<file path="config.mk">
export PLATFORM = sky130hd
export DESIGN_NAME = voice_allocator
export DESIGN_NICKNAME = d
export VERILOG_FILES = /design/src/rtl/synth_pkg.sv /design/src/rtl/voice_age_tracker.sv /design/src/rtl/voice_allocator.sv
export SDC_FILE = /design/constraint.sdc
export NUM_CORES = 1
export LEC_CHECK = 0
export CAP_MARGIN = 20
export CORE_AREA = 2 2 122 124
export DETAILED_ROUTE_END_ITERATION = 6
export DIE_AREA = 0 0 124 126
export GPL_ROUTABILITY_DRIVEN = 0
export PLACE_DENSITY_LB_ADDON = 0.2
export SLEW_MARGIN = 5
export SYNTH_ARGS = -nofsm -noshare
export SYNTH_HDL_FRONTEND = slang
export SYNTH_SLANG_ARGS = --single-unit
export TNS_END_PERCENT = 50
</file>
<file path="constraint.sdc">
create_clock -name Clk -period 6.2 [get_ports Clk]
set_input_delay 0.62 -clock Clk [delete_from_list [all_inputs] [get_ports Clk]]
set_output_delay 0.62 -clock Clk [all_outputs]
set_load 0.01 [all_outputs]
</file>
<file path="src/rtl/synth_pkg.sv">
// Shared types and helpers for the voice allocator slice.
package synth_pkg;

    // Allocator sequencing: accept, walk the voices, apply, optional envelope re-arm gap
    typedef enum logic [1:0] {
        IDLE,
        SCAN,
        COMMIT,
        GAP
    } alloc_state_e;

    // Index width for a count of n items, never narrower than one bit
    function automatic int unsigned idx_width(input int unsigned n);
        return (n > 1) ? $clog2(n) : 1;
    endfunction

endpackage

</file>
<file path="src/rtl/voice_age_tracker.sv">
// Per-voice saturating age counters; reports the oldest voice (lowest index on ties).
module voice_age_tracker
    import synth_pkg::*;
#(
    parameter int unsigned NUM_VOICES = 4,
    parameter int unsigned AGE_W      = 4,
    parameter int unsigned IDX_W      = idx_width(NUM_VOICES)
) (
    input  logic             clk,
    input  logic             reset,
    input  logic             bump,
    input  logic [IDX_W-1:0] clear_idx,
    output logic [IDX_W-1:0] oldest_idx
);

    logic [AGE_W-1:0] age [NUM_VOICES];
    logic [AGE_W-1:0] best;

    // On a bump the chosen voice restarts at zero and every other voice ages by one, saturating
    always_ff @(posedge clk) begin
        if (reset) begin
            for (int unsigned i = 0; i < NUM_VOICES; i++) begin
                age[i] <= '0;
            end
        end else if (bump) begin
            for (int unsigned i = 0; i < NUM_VOICES; i++) begin
                if (IDX_W'(i) == clear_idx) begin
                    age[i] <= '0;
                end else if (age[i] != '1) begin
                    age[i] <= age[i] + 1'b1;
                end
            end
        end
    end

    // Strict greater-than while walking upward keeps the lowest index on ties
    always_comb begin
        oldest_idx = '0;
        best       = age[0];
        for (int unsigned i = 1; i < NUM_VOICES; i++) begin
            if (age[i] > best) begin
                best       = age[i];
                oldest_idx = IDX_W'(i);
            end
        end
    end

endmodule

</file>
<file path="src/rtl/voice_allocator.sv">
// Polyphonic voice allocator: note events in, per-voice gate/note/amp out.
// Policy: retrigger matching voice, else lowest free voice, else steal the oldest.
module voice_allocator
    import synth_pkg::*;
#(
    parameter int unsigned NUM_VOICES = 4,
    parameter int unsigned NOTE_W     = 8,
    parameter int unsigned AMP_W      = 16,
    parameter int unsigned AGE_W      = 4,
    parameter int unsigned GAP_CYCLES = 16
) (
    input  logic                         Clk,
    input  logic                         Reset,
    input  logic                         ev_valid,
    output logic                         ev_ready,
    input  logic                         ev_note_on,
    input  logic [NOTE_W-1:0]            ev_note,
    input  logic [AMP_W-1:0]             ev_amp,
    input  logic                         all_off,
    output logic [NUM_VOICES-1:0]        key_on,
    output logic [NUM_VOICES*NOTE_W-1:0] voice_note,
    output logic [NUM_VOICES*AMP_W-1:0]  voice_amp,
    output logic                         steal
);

    localparam int unsigned IDX_W = idx_width(NUM_VOICES);
    localparam int unsigned GAP_W = idx_width(GAP_CYCLES);
    localparam logic [IDX_W-1:0] LAST_IDX = IDX_W'(NUM_VOICES - 1);
    localparam logic [GAP_W-1:0] GAP_LAST = GAP_W'(GAP_CYCLES - 1);

    typedef struct packed {
        logic              note_on;
        logic [NOTE_W-1:0] note;
        logic [AMP_W-1:0]  amp;
    } note_event_t;

    alloc_state_e     state;
    note_event_t      ev_q;
    logic [IDX_W-1:0] scan_idx;
    logic [IDX_W-1:0] match_idx;
    logic [IDX_W-1:0] free_idx;
    logic [IDX_W-1:0] target_idx;
    logic [IDX_W-1:0] oldest_idx;
    logic [IDX_W-1:0] commit_tgt;
    logic             match_found;
    logic             free_found;
    logic             age_bump;
    logic [GAP_W-1:0] gap_cnt;
    logic [NOTE_W-1:0] note_r [NUM_VOICES];
    logic [AMP_W-1:0]  amp_r  [NUM_VOICES];

    // Ages are static while scanning, so the tracker's live oldest_idx is used directly at commit
    voice_age_tracker #(
        .NUM_VOICES (NUM_VOICES),
        .AGE_W      (AGE_W),
        .IDX_W      (IDX_W)
    ) u_age (
        .clk        (Clk),
        .reset      (Reset),
        .bump       (age_bump),
        .clear_idx  (commit_tgt),
        .oldest_idx (oldest_idx)
    );

    // Target selection priority and the age update strobe for note-on commits
    always_comb begin
        commit_tgt = match_found ? match_idx : (free_found ? free_idx : oldest_idx);
        age_bump   = !Reset && !all_off && (state == COMMIT) && ev_q.note_on;
    end

    // Flatten the per-voice registers onto the packed output buses
    always_comb begin
        voice_note = '0;
        voice_amp  = '0;
        for (int unsigned i = 0; i < NUM_VOICES; i++) begin
            voice_note[i*NOTE_W +: NOTE_W] = note_r[i];
            voice_amp[i*AMP_W +: AMP_W]    = amp_r[i];
        end
    end

    // Allocator FSM with all externally visible outputs registered
    always_ff @(posedge Clk) begin
        steal <= 1'b0;
        if (Reset) begin
            state       <= IDLE;
            ev_ready    <= 1'b0;
            key_on      <= '0;
            ev_q        <= '0;
            scan_idx    <= '0;
            match_idx   <= '0;
            free_idx    <= '0;
            target_idx  <= '0;
            match_found <= 1'b0;
            free_found  <= 1'b0;
            gap_cnt     <= '0;
            for (int unsigned i = 0; i < NUM_VOICES; i++) begin
                note_r[i] <= '0;
                amp_r[i]  <= '0;
            end
        end else if (all_off) begin
            key_on   <= '0;
            state    <= IDLE;
            ev_ready <= 1'b0;
        end else begin
            case (state)
                IDLE: begin
                    if (ev_valid && ev_ready) begin
                        ev_q        <= '{note_on: ev_note_on, note: ev_note, amp: ev_amp};
                        scan_idx    <= '0;
                        match_found <= 1'b0;
                        free_found  <= 1'b0;
                        ev_ready    <= 1'b0;
                        state       <= SCAN;
                    end else begin
                        ev_ready <= 1'b1;
                    end
                end
                SCAN: begin
                    if (!match_found && key_on[scan_idx] && (note_r[scan_idx] == ev_q.note)) begin
                        match_found <= 1'b1;
                        match_idx   <= scan_idx;
                    end
                    if (!free_found && !key_on[scan_idx]) begin
                        free_found <= 1'b1;
                        free_idx   <= scan_idx;
                    end
                    if (scan_idx == LAST_IDX) begin
                        state <= COMMIT;
                    end else begin
                        scan_idx <= scan_idx + 1'b1;
                    end
                end
                COMMIT: begin
                    if (!ev_q.note_on) begin
                        if (match_found) begin
                            key_on[match_idx] <= 1'b0;
                        end
                        state <= IDLE;
                    end else begin
                        note_r[commit_tgt] <= ev_q.note;
                        amp_r[commit_tgt]  <= ev_q.amp;
                        target_idx         <= commit_tgt;
                        if (!match_found && free_found) begin
                            key_on[commit_tgt] <= 1'b1;
                            state              <= IDLE;
                        end else begin
                            key_on[commit_tgt] <= 1'b0;
                            gap_cnt            <= '0;
                            steal              <= !match_found;
                            state              <= GAP;
                        end
                    end
                end
                GAP: begin
                    if (gap_cnt == GAP_LAST) begin
                        key_on[target_idx] <= 1'b1;
                        state              <= IDLE;
                    end else begin
                        gap_cnt <= gap_cnt + 1'b1;
                    end
                end
                default: state <= IDLE;
            endcase
        end
    end

endmodule

</file>
## After elaboration in Yosys (flattened, before gate mapping)

Memories as Yosys holds them, arrays and structs flattened. A register that Yosys moved wholly into a read port is not among the register bits.
Cells that the tools add are included.

- $add $sub $neg: 6
- $mul: 0
- Divide/modulo/power cells: 0
- $lt $le $gt $ge: 10
- Eq/ne operators: 23
- Shift-type cells: 0
- Mux-type cells: 98
- Bitwise gates (word level): 17
- Reduce and logical (&&, ||, !) cells: 34

Operators by type and width:

| operator | count |
|---|---|
| two-way mux 4 bit | 17 |
| two-way mux 1 bit | 54 |
| two-way mux 2 bit | 15 |
| adder 4 x 1 -> 4 bit (second input constant) | 5 |
| != test 2 bit (second input constant) | 9 |
| AND reduction 3 bit | 6 |
| two-way mux 16 bit | 1 |
| != test 4 bit (second input constant) | 4 |
| case mux 4 bit (2 select lines) | 2 |
| OR reduction 16 bit | 1 |
| greater-than comparator 4 bit | 3 |
| less-than comparator 2 x 3 -> 1 bit (second input constant) | 4 |
| AND reduction 4 bit | 3 |
| logical AND 1 bit | 11 |
| bitwise AND 4 bit | 2 |
| == test 8 bit | 1 |
| two-way mux 8 bit | 1 |
| inverter 4 bit | 2 |
| bitwise OR 1 bit | 8 |
| bitwise OR 4 bit | 2 |
| case mux 2 bit (4 select lines) | 1 |
| OR reduction 8 bit | 1 |
| demux 1 bit (select 2 bit) | 3 |
| == test 2 bit (second input constant) | 3 |
| 17 further kinds | 29 |

- Register bits after elaboration: 47
- Bits in latches: 0
- RAM bits: 112
- Memory bits (read-only): 0
- Input bits: 29
- Output and inout bits: 102
- Logic and storage cells: 205
- Memories kept: 3

Memories:

| name | depth | bits a word | rd ports | clocked after Yosys merged registers in | write ports | RTL line | source |
|---|---|---|---|---|---|---|---|
| amp_r | 4 | 16 | 4 | 0 | 4 | voice_allocator.sv:50 | `logic [AMP_W-1:0] amp_r [NUM_VOICES];` |
| note_r | 4 | 8 | 5 | 1 | 4 | voice_allocator.sv:49 | `logic [NOTE_W-1:0] note_r [NUM_VOICES];` |
| u_age.age | 4 | 4 | 4 | 0 | 4 | voice_age_tracker.sv:16 | `logic [AGE_W-1:0] age [NUM_VOICES];` |

## Longest topological paths before layout

Gate-level depths: netlist of the first run.
An unclocked memory read counts as a cell.

- Depth after elaboration: 18
- Depth in mapped cells: 23
- Gate-level depth less buffers: 20

## By module

From an unflattened synthesis of the first run, not the netlist that was laid out.

- Cell total of the unflattened synthesis: 662
- Area, all modules: 7,209.4 µm²

By module, submodules not included:

| module | times used | cells an instance | area each (µm²) |
|---|---|---|---|
| voice_allocator | 1 | 542 | 5,964.5 |
| voice_age_tracker | 1 | 120 | 1,244.9 |

## Worst setup path before layout of the first run

OpenSTA, ideal clock, no wires.

- Path type: register -> register
- Start point: mem u_age.age[1][2]
- End point: mem amp_r[3][0] (enable)
- Setup time: 405 ps
- Arrival: 5,046 ps
- Data required time: 5,795 ps
- Path slack: 749 ps
- Cell stages (with the launch flop): 20
- Buffers on the path: 2
- Clock period less this slack: 5,451 ps
- Cell sequence: edfxtp_1 ha_1 nand4_1 o21ai_0 a21oi_2 mux2i_1 ha_1 a211oi_1 nand2_1 o211ai_1 buf_2 mux2_2 ha_1 nand4_1 o2111ai_1 and3_1 buf_2 nor3_1 nor2_1 nor2_1

RTL lines:

| what | RTL line |
|---|---|
| start, declared | voice_age_tracker.sv:16 |
| end, declared | voice_allocator.sv:50 |

==> reports/qor.yml, run 1 <==
synthesis:
  synth_nets: 692
  dominantRegCellSynth: "edfxtp_1"
  ys_warn_count: 0
  synthArstFlopShare_pct: 0
  synth_edf_count: 112
  netlist_area_um2: 7400
  synthCells: 645
  avgSynthCellArea_um2: 11.5
  synth_seq_cells: 161
  synth.distinct_cells: 68
  ys_seq_area_share_pct: 58.7
setup_path:
  rrSetupSlack_ns: 0.56
  cpPeakStageDelay_ns: 0.55
  setup.worst_path.end_class: "register"
  critPathKind: "reg2reg"
  required_ns: 6.26
  critPathSlowestCell: "or2_2"
  cp_cell_sequence: "inv_1, ha_1, nor2b_1, o21ai_1, a21oi_2, mux2i_1, ha_1, a211oi_1, nand2_1, o211ai_1, mux2_2, ha_1, nand4_1, o2111ai_1, and3_1, a31oi_1, nor3_4, buf_4, or2_2"
  path_max_fanout: 25
  path_buf_inv: 2
  critPathLaunchType: "register"
  path_common_cell: "ha_1"
  cp_data_arrival_time_ns: 5.70
  cpLargestDelayFamily: "compound AO/OA/AOI/OAI gates"
sta:
  fin_tns_setup_ns: 0
  layout_setup_ws_ns: 0.558
  hold_violations: 0
  fin_crit_sh_pct: 91.0
  worst_slew_pin_slew_ns: 1.08
  drv_slew: 0
  period_minus_slack_ns: 5.64
  finClkSkew_ns: 0.00975
  rsz0062_at_grt: "false"
  setup_violations: 0
  max_slew_margin_pct: 28.0
  fmax_ghz: 0.177
cts:
  clockBufferDepth: 2
  clock_latency_ns: 0.42
  post_cts_buffers: 0
  clock-root-buffer: "clkbuf_16"
  htreeDepth: 4
  hold_buffers: 0
  cts_resized: 0
  clk_pin_slew_ns: 0.06
  cts-buffers-inserted: 17
  clock_sinks: 161
  cts_tree: "yes"
detailed_routing:
  ant_nets: 0
  first_pass_iters: 5
  vias: 5388
  met1_length_um: 7590
  wl_met2_um: 9000
  routed.top_layer: "met4"
  wl_per_cell_um: 18.5
  routed_via_density: 5.57
  drc: 0
  wl_met3_um: 953
  routed_wl_um: 17900
  drt_iter0_markers: 462
min_path:
  hp-class: "reg2reg"
pwr:
  cellPowerDensity_nw_per_um2: 256
  p_leak_nw: 3.47
  ir_drop_uv: 146
grt:
  grt_pass1_wl_um: 28100
  grt_pass1_vias: 5350
  antenna_found_initial: 0
  grt_start_max_net_pins: 46
  overflow: 0
  groute.usage.overall_pct: 24.0
flow_run:
  drv_cap: 0
floorplan:
  io_pins: 131
  die-area_um2: 15600
  die_h_um: 126
  die_w_um: 124
  coreArea_um2: 14300
  num_rows: 44
  start_util_pct: 51.7
place:
  dpl_worst_slack_ns: 0.561
  place_hpwl_um: 12200
  io_buffers: 130
run_status:
  status: "finished clean"
cells_and_area:
  layout.cells.most_common_list: "clkdlybuf4s50_1, edfxtp_1, and2_1"
  nets: 818
  drive_gt1_share_pct: 8.55
  layout_commonest_cell: "clkdlybuf4s50_1"
  area_delta_synth_final_pct: 27.5
  antenna_cells: 0
## metrics by stage
step                      cell area (um2)  hold WS (ns)  std cells  total power, mW  utilization [%]
after floorplan                      7400         0.449        645             1.32                -
after global placement               8860         0.460        936             1.41             61.9
after detailed placement             8860         0.489        936             1.42             61.9
after CTS                            9430         0.499        968             2.42             65.9
after global routing                 9430         0.527        968             2.49             65.9
final                                9430         0.496        968             2.41             65.9
## power breakdown
group          internal (mW)  switching [mW]
sequential              1.18          0.0224
clock                  0.574           0.443
combinational         0.0923           0.109
## path summary, 6_finish.rpt
| path | start | end | cells past startpoint |
|---|---|---|---|
| hold / removal | ev_ready | ev_ready | 2 |
| setup / recovery | u_age.age[0][1] | amp_r[1][1] | 19 |
| hold reg to reg | ev_ready | ev_ready | 2 |
| setup reg to reg | u_age.age[0][1] | amp_r[1][1] | 19 |
## cell type report
cell class                 instances  area [um2]
multi-input combinational        439        2870
clock buffer                      20         447
sequential                       161        4340
timing repair buffer             138        1370
tap                              184         230
fill                            1083        4880
clock inverter                    12         124
inverter                          14        52.6
## worst register-to-register path, delay by kind of cell (launching register included)
kind	cells	cell delay (ns)
AOI/OAI and AO/OA	6	1.45
adders and majority gates	3	0.88
buffers and inverters	2	0.37
DFF	1	0.43
muxes	2	0.74
and+or+nand+nor	6	1.39
## flip-flops by register name, indices dropped and copies added, names as in the netlist, named ones only
signal,count
note_r,32
ev_ready,1
ev_q,25
u_age.age,16
scan_idx,2
free_found,1
match_idx,2
match_found,1
gap_cnt,4
state,2
steal,1
target_idx,2
amp_r,64
free_idx,2
## metal layers
layer | track usage [%] | vias to the layer above
li1 | - | 2568
met1 | 31.1 | 2607
met2 | 39.5 | 182
met3 | 4.39 | 31
met4 | 9.91 | 0
met5 | 0 | -
## cell usage after synthesis (all sizes together), types with 2 or more instances
cell     count  area, um2
nor3b        4       30.0
and2       100        626
edfxtp     112       3360
a211oi       3       32.5
a31oi        8       50.1
nand2b       7       43.8
nand4        4       31.3
buf         15       86.3
a221oi       2       17.5
nand2       74        280
or2b         2       15.0
and3         5       31.3
and2b        2       16.3
mux2         5       56.3
a22oi        4       30.0
nor3        14       97.6
nor2        32        120
nand3        7       35.0
ha          18        225
xor2         3       26.3
clkbuf      16       60.1
a311oi       3       26.3
o211ai       4       30.0
mux4         3       71.3
a31o         2       17.5
o21ai       19       95.1
mux2i       20        200
nand3b       3       22.5
nor2b        6       37.5
o2111ai      3       26.3
a21oi       39        199
dfxtp       49        981
nor4         2       18.8
a21o        11       82.6
inv         14       52.6
or2          4       25.0
o22ai        2       12.5
xnor2        8       70.1
## logic make-up after synthesis
kind of cell / Yosys count / synth area share (%)
and+or+nand+nor: 269 / 19.6
DFF: 161 / 58.7
AOI/OAI and AO/OA: 113 / 10.2
buffers and inverters: 45 / 2.69
muxes: 28 / 4.43
adders and majority gates: 18 / 3.05
xor gates and xnor gates: 11 / 1.30
No activity file was read; power rests on OpenSTA's default activity.
==> inputs of run 2 (changes only) <==
--- a/config.mk
+++ b/config.mk
@@ -6,9 +6,10 @@
 export NUM_CORES = 1
 export LEC_CHECK = 0
 export CAP_MARGIN = 20
-export CORE_AREA = 2 2 122 124
+export CORE_AREA = 2 2 161 163
+export CTS_CLUSTER_SIZE = 10
 export DETAILED_ROUTE_END_ITERATION = 6
-export DIE_AREA = 0 0 124 126
+export DIE_AREA = 0 0 163 165
 export GPL_ROUTABILITY_DRIVEN = 0
 export PLACE_DENSITY_LB_ADDON = 0.2
 export SLEW_MARGIN = 5
==> reports/qor.yml, run 2 (synthesis gave the netlist of run 1 again) <==
run_status:
  status: "finished clean"
floorplan:
  coreArea_um2: 25000  # +75%
  io_pins: 131  # unchanged
  num_rows: 58  # +32%
  die_h_um: 165  # +31%
  die-area_um2: 26900  # +72%
  die_w_um: 163  # +31%
  start_util_pct: 29.5  # -22 points
cells_and_area:
  layout_commonest_cell: "clkdlybuf4s50_1"
  nets: 821  # +0.37%
  top_regs: "amp_r: 64 flops, note_r: 32 flops, ev_q: 25 flops"
  max_flop_register: "amp_r"
  layout.cells.non_filler: 1118  # +15%
  largest_reg_flops: 64  # unchanged
  layout.cells.most_common_list: "clkdlybuf4s50_1, edfxtp_1, and2_1"
  drive_gt1_share_pct: 8.89  # +0.35 points
  area_delta_synth_final_pct: 30.5
sta:
  fin_crit_sh_pct: 87.1  # -3.9 points
  fmax_ghz: 0.185  # +4.5%
  hold_violations: 0  # unchanged
  max_slew_margin_pct: 39.8  # +12 points
  hold_slack_ns: 0.479  # -0.0168 ns
  fin_tns_setup_ns: 0  # unchanged
  worst_slew_pin_slew_ns: 0.902  # -0.179 ns
  drv_slew: 0  # unchanged
  rsz0062_at_grt: "false"
  finClkSkew_ns: 0.0112  # +0.00141 ns
  period_minus_slack_ns: 5.40  # -0.243 ns
  setup_violations: 0  # unchanged
pwr:
  ir_drop_uv: 110  # -25%
  p_leak_nw: 3.49  # +0.67%
  cellPowerDensity_nw_per_um2: 254  # -0.63%
setup_path:
  setup.worst_path.end_class: "register"
  rrSetupSlack_ns: 0.80  # +0.24 ns
  cp_data_arrival_time_ns: 5.47  # -0.23 ns
  critPathLaunchType: "register"
  critPathKind: "reg2reg"
  required_ns: 6.27  # about the same
  path_max_fanout: 13  # -48%
cts:
  clock-root-buffer: "clkbuf_16"
  cts-buffers-inserted: 17  # unchanged
  cts_tree: "yes"
  post_cts_buffers: 0  # unchanged
  clk_pin_slew_ns: 0.07  # about the same
  htreeDepth: 4  # unchanged
  cts_resized: 0  # unchanged
  clock_latency_ns: 0.43  # about the same
  clockBufferDepth: 2  # unchanged
  clock_sinks: 161  # unchanged
  hold_buffers: 0  # unchanged
place:
  placed_cells: 1085  # +16%
  place_hpwl_um: 14100  # +15%
  io_buffers: 130  # unchanged
grt:
  grt_pass1_wl_um: 30300  # +8.0%
  grt_start_max_net_pins: 46  # unchanged
  overflow: 0  # unchanged
  antenna_found_initial: 1  # +1
  grt_pass1_vias: 5099  # -4.7%
  groute.usage.overall_pct: 15.1  # -8.9 points
detailed_routing:
  drt_iter0_markers: 345  # -25%
  first_pass_iters: 4  # -1
  wl_per_cell_um: 18.1  # -2.3%
  drc: 0  # unchanged
  vias: 5261  # -2.4%
  ant_nets: 0  # unchanged
  routed_via_density: 4.71  # -15%
  routed_wl_um: 20200  # +13%
min_path:
  hp-class: "reg2reg"
flow_run:
  drv_cap: 0  # unchanged
run 2: cell type report:
class	count	area (um2)
Fill cell	2416	15400
Sequential cell	161	4340
Multi-Input combinational cell	439	2870
Timing Repair Buffer	141	1390
Clock buffer	19	433
Tap cell	330	413
Clock inverter	13	149
Inverter	14	52.6
Antenna cell	1	2.50
run 2: path summary, 6_finish.rpt:
kind	startpoint	to	cells past startpoint
worst max-delay path	u_age.age[1][1]	u_age.age[3][0]	15
worst min-delay path	gap_cnt[1]	gap_cnt[1]	2
worst max register to register	u_age.age[1][1]	u_age.age[3][0]	15
worst min register to register	gap_cnt[1]	gap_cnt[1]	2
run 2: critical path, stage by stage, from the launching register on:
cell	delay (ns)
edfxtp_1	0.47
ha_1	0.34
nor2b_1	0.13
o21ai_1	0.08
a21oi_2	0.37
mux2i_1	0.30
ha_1	0.28
o211ai_1	0.70
mux2_2	0.42
ha_1	0.27
nand4_1	0.10
o2111ai_1	0.14
and3_1	0.27
nor3_1	0.52
nor2_1	0.19
a41oi_1	0.46
run 2: power by group:
group	total [mW]	leakage, nW	switching, mW	internal [mW]
clock	1.05	0.281	0.452	0.601
sequential	1.20	1.55	0.0237	1.17
combinational	0.204	1.66	0.110	0.0932
run 2: per-stage QoR:
stage               area [um2]  setup slack [ns]  util [%]  power, mW
global placement          9070             0.868      36.2       1.43
detailed placement        9070             0.794      36.2       1.43
global route              9650             0.190      38.5       2.54
finish                    9650             0.801      38.6       2.46
CTS                       9650             0.795      38.5       2.48
floorplan                 7400             0.749         -       1.32
run 2: metal layers:
layer,global-route usage [%],vias up,wire length [um]
met3,2.96,23,1010
met5,0,-,0
met4,5.03,0,318
met2,24.0,140,9480
li1,-,2574,-
met1,20.7,2524,9430
==> inputs of run 3 (changes only) <==
--- a/config.mk
+++ b/config.mk
@@ -6,14 +6,15 @@
 export NUM_CORES = 1
 export LEC_CHECK = 0
 export CAP_MARGIN = 20
-export CORE_AREA = 2 2 161 163
+export CORE_AREA = 2 2 159 161
 export CTS_CLUSTER_SIZE = 10
 export DETAILED_ROUTE_END_ITERATION = 6
-export DIE_AREA = 0 0 163 165
+export DIE_AREA = 0 0 161 163
 export GPL_ROUTABILITY_DRIVEN = 0
 export PLACE_DENSITY_LB_ADDON = 0.2
 export SLEW_MARGIN = 5
 export SYNTH_ARGS = -nofsm -noshare
 export SYNTH_HDL_FRONTEND = slang
+export SYNTH_HIERARCHICAL = 1
 export SYNTH_SLANG_ARGS = --single-unit
 export TNS_END_PERCENT = 50
==> reports/qor.yml, run 3 <==
sta:
  setup_violations: 0  # unchanged
  finClkSkew_ns: 0.0152  # +0.00406 ns
  hold_violations: 0  # unchanged
  rsz0062_at_grt: "false"
  period_minus_slack_ns: 5.37  # -0.0336 ns
  fin_tns_setup_ns: 0  # unchanged
  worst_slew_pin_slew_ns: 0.856  # -0.0459 ns
  hold_slack_ns: 0.456  # -0.0228 ns
  max_slew_margin_pct: 42.8  # +3.0 points
  drv_slew: 0  # unchanged
  fmax_ghz: 0.186  # +0.63%
  fin_crit_sh_pct: 86.5  # -0.54 points
setup_path:
  required_ns: 6.29  # +0.02 ns
  path_max_fanout: 24  # +11
  cp_cell_sequence: "ha_1, nand4_1, o21ai_2, a21oi_4, mux2i_1, ha_1, and4_1, a21oi_2, mux2_2, ha_1, nor2b_1, o21a_1, o21a_1, o21ai_0, o21ai_0, mux2i_1, o21ai_1, nand2b_1, o31ai_4, buf_4"
  critPathLaunchType: "register"
  cpLargestDelayFamily: "compound AO/OA/AOI/OAI gates"
  worst-path-stages: 20  # +5
  critPathKind: "reg2reg"
  critPathSlowestCell: "edfxtp_1"
  cp_data_arrival_time_ns: 5.46  # about the same
  cpPeakStageDelay_ns: 0.49  # -0.21 ns
  path_buf_inv: 1  # +1
  setup.worst_path.end_class: "register"
  path_common_cell: "ha_1"
  rrSetupSlack_ns: 0.83  # +0.03 ns
  ff2ff_path_depth: 20  # +5
flow_run:
  drv_cap: 0  # unchanged
place:
  place_hpwl_um: 13500  # -4.2%
  io_buffers: 130  # unchanged
synthesis:
  ys_warn_count: 6  # +6
  ys_top_cells_by_area: "edfxtp_1, dfxtp_1, nor2_1, nand2_1, a21oi_1"
  synthArstFlopShare_pct: 0  # unchanged
  synth_xor_area_share_pct: 1.70  # +0.40 points
  synthCells: 662  # +2.6%
  synthTopCellsByCount: "edfxtp_1, nor2_1, nand2_1"
  yosys.area_share.adder_pct: 3.12  # +0.079 points
  synth_edf_count: 112  # unchanged
  yosys.area.top_type_share_pct: 46.7  # +1.2 points
  avgSynthCellArea_um2: 10.9  # -5.0%
  muxShareOfSynthArea_pct: 5.52  # +1.1 points
  synth.distinct_cells: 59  # -13%
  dominantRegCellSynth: "edfxtp_1"
  synth_top_family_by_area: "simple AND/OR/NAND/NOR gates"
  synth_nets: 709  # +2.5%
  synth_compound_area_share_pct: 8.94  # -1.2 points
  ys_seq_area_share_pct: 60.3  # +1.5 points
  netlist_area_um2: 7210  # -2.5%
  synth_most_common_cell: "edfxtp_1"
  synth_seq_cells: 161  # unchanged
  synth-simple-area-share_pct: 16.0  # -3.6 points
  synth_area_leader_cell: "edfxtp_1"
grt:
  antenna_found_initial: 1  # unchanged
  grt_pass1_wl_um: 29800  # -1.6%
  grt_start_max_net_pins: 48  # +4.3%
  groute.usage.overall_pct: 15.1  # -0.049 points
  overflow: 0  # unchanged
  grt_pass1_vias: 5057  # -0.82%
cells_and_area:
  area_delta_synth_final_pct: 32.2
  nets: 837  # +1.9%
  largest_reg_flops: 64  # unchanged
  fill_cells: 2448  # +1.3%
  regArea_um2: 4340  # unchanged
  max_flop_register: "amp_r"
  multiInputGateArea_um2: 2610  # -9.1%
  layout_commonest_cell: "clkdlybuf4s50_1"
  drive_gt1_share_pct: 10.7  # +1.8 points
  layout.cells.most_common_list: "clkdlybuf4s50_1, edfxtp_1, nor2_1"
  top_regs: "amp_r: 64 flops, note_r: 32 flops, ev_q: 25 flops"
pwr:
  clkPwrFrac_pct: 42.3  # -0.6 points
  p_int_mw: 1.82  # -2.4%
  swShare_pct: 27.3  # +3.5 points
  p_leak_nw: 3.45  # -1.2%
  cellPowerDensity_nw_per_um2: 263  # +3.5%
  totalPowerFinal_mw: 2.51  # +2.2%
  seqPwrFrac_pct: 47.6  # -1.2 points
  ir_drop_uv: 136  # +24%
  combPwrFrac_pct: 10.1  # +1.8 points
  power.switching_mw: 0.686  # +17%
detailed_routing:
  drt_iter0_markers: 306  # -11%
  wl_per_cell_um: 17.3  # -4.5%
  ant_nets: 0  # unchanged
  vias: 5207  # -1.0%
  drc: 0  # unchanged
  first_pass_iters: 5  # +1
  routed_via_density: 4.59  # -2.4%
  routed_wl_um: 19600  # -3.1%
floorplan:
  num_rows: 58  # unchanged
  die_h_um: 163  # -1.2%
  die_w_um: 161  # -1.2%
  die-area_um2: 26200  # -2.4%
  io_pins: 131  # unchanged
  coreArea_um2: 24700  # -1.4%
  start_util_pct: 29.2  # -0.32 points
cts:
  clock_sinks: 161  # unchanged
  hold_buffers: 0  # unchanged
  post_cts_buffers: 0  # unchanged
  cts-buffers-inserted: 17  # unchanged
  clock_latency_ns: 0.44  # about the same
  cts_tree: "yes"
  clk_pin_slew_ns: 0.08  # about the same
  htreeDepth: 4  # unchanged
  clock-root-buffer: "clkbuf_16"
  cts_resized: 0  # unchanged
  clockBufferDepth: 2  # unchanged
run_status:
  status: "finished clean"
min_path:
  hp-class: "reg2reg"
  holdPathStages: 2  # unchanged
run 3: changes by cell type after synthesis, sizes merged, moves of 10 or more:
| cell | before | now |
|---|---|---|
| a21o | 11 | 0 |
| a21oi | 39 | 49 |
| and2 | 100 | 5 |
| inv | 14 | 45 |
| nand2 | 74 | 95 |
| nor2 | 32 | 102 |
run 3: worst register-to-register path, stage by stage, from the launching register on:
cell and delay, ns:
edfxtp_1 0.49, ha_1 0.39, nand4_1 0.12, o21ai_2 0.08
a21oi_4 0.22, mux2i_1 0.29, ha_1 0.28, and4_1 0.22
a21oi_2 0.24, mux2_2 0.38, ha_1 0.28, nor2b_1 0.14
o21a_1 0.16, o21a_1 0.15, o21ai_0 0.22, o21ai_0 0.15
mux2i_1 0.15, o21ai_1 0.19, nand2b_1 0.27, o31ai_4 0.20
buf_4 0.40
run 3: logic make-up (layout without fill, tap and decap cells):
| family | Yosys count | count (layout) |
|---|---|---|
| AND/OR/NAND/NOR | 255 | 255 |
| flip-flops | 161 | 161 |
| AO/OA/AOI/OAI | 105 | 105 |
| buffers and inverters | 77 | 218 |
| multiplexers | 32 | 32 |
| adder cells (fa/ha/maj) | 18 | 18 |
| XOR/XNOR | 14 | 14 |
| other | 0 | 1 |
run 3: cell type report:
| cell class | instances | area share (%) |
|---|---|---|
| Tap cell | 330 | 4.33 |
| Timing Repair Buffer | 141 | 14.5 |
| Clock inverter | 15 | 1.93 |
| Inverter | 45 | 1.77 |
| Antenna cell | 1 | 0.0263 |
| Multi-Input combinational cell | 424 | 27.3 |
| Sequential cell | 161 | 45.6 |
| Clock buffer | 17 | 4.46 |
run 3: per-layer routing:
| layer | part of all wire (%) | up-vias | track usage (%) |
|---|---|---|---|
| met1 | 45 | 2506 | 19.8 |
| met4 | 1.5 | 0 | 4.79 |
| met3 | 4.5 | 18 | 2.72 |
| met2 | 49 | 121 | 25.4 |
| met5 | 0 | - | 0 |
| li1 | - | 2562 | - |
run 3: metrics by stage:
step | setup WS (ns) | utilization [%] | std cells | cell area (um2)
detailed placement | 0.814 | 36.1 | 1100 | 8900
CTS | 0.780 | 38.5 | 1132 | 9510
global route | 0.327 | 38.6 | 1134 | 9530
finish | 0.835 | 38.6 | 1134 | 9530
global placement | 0.913 | 36.1 | 1100 | 8900
floorplan | -0.139 | - | 662 | 7220
run 3: worst paths after layout:
path | startpoint | endpoint
min | ev_q[11] | ev_q[11]
min reg2reg | ev_q[11] | ev_q[11]
max reg2reg | u_age/age[1][2] | amp_r[2][2]
max | u_age/age[1][2] | amp_r[2][2]
run 3: power by group through the flow:
stage               clock [mW]  combinational, mW  sequential, mW
floorplan                    0              0.126            1.22
global placement             0              0.256            1.22
detailed placement           0              0.258            1.22
CTS                       1.08              0.259            1.20
global route              1.12              0.278            1.20
finish                    1.06              0.254            1.19
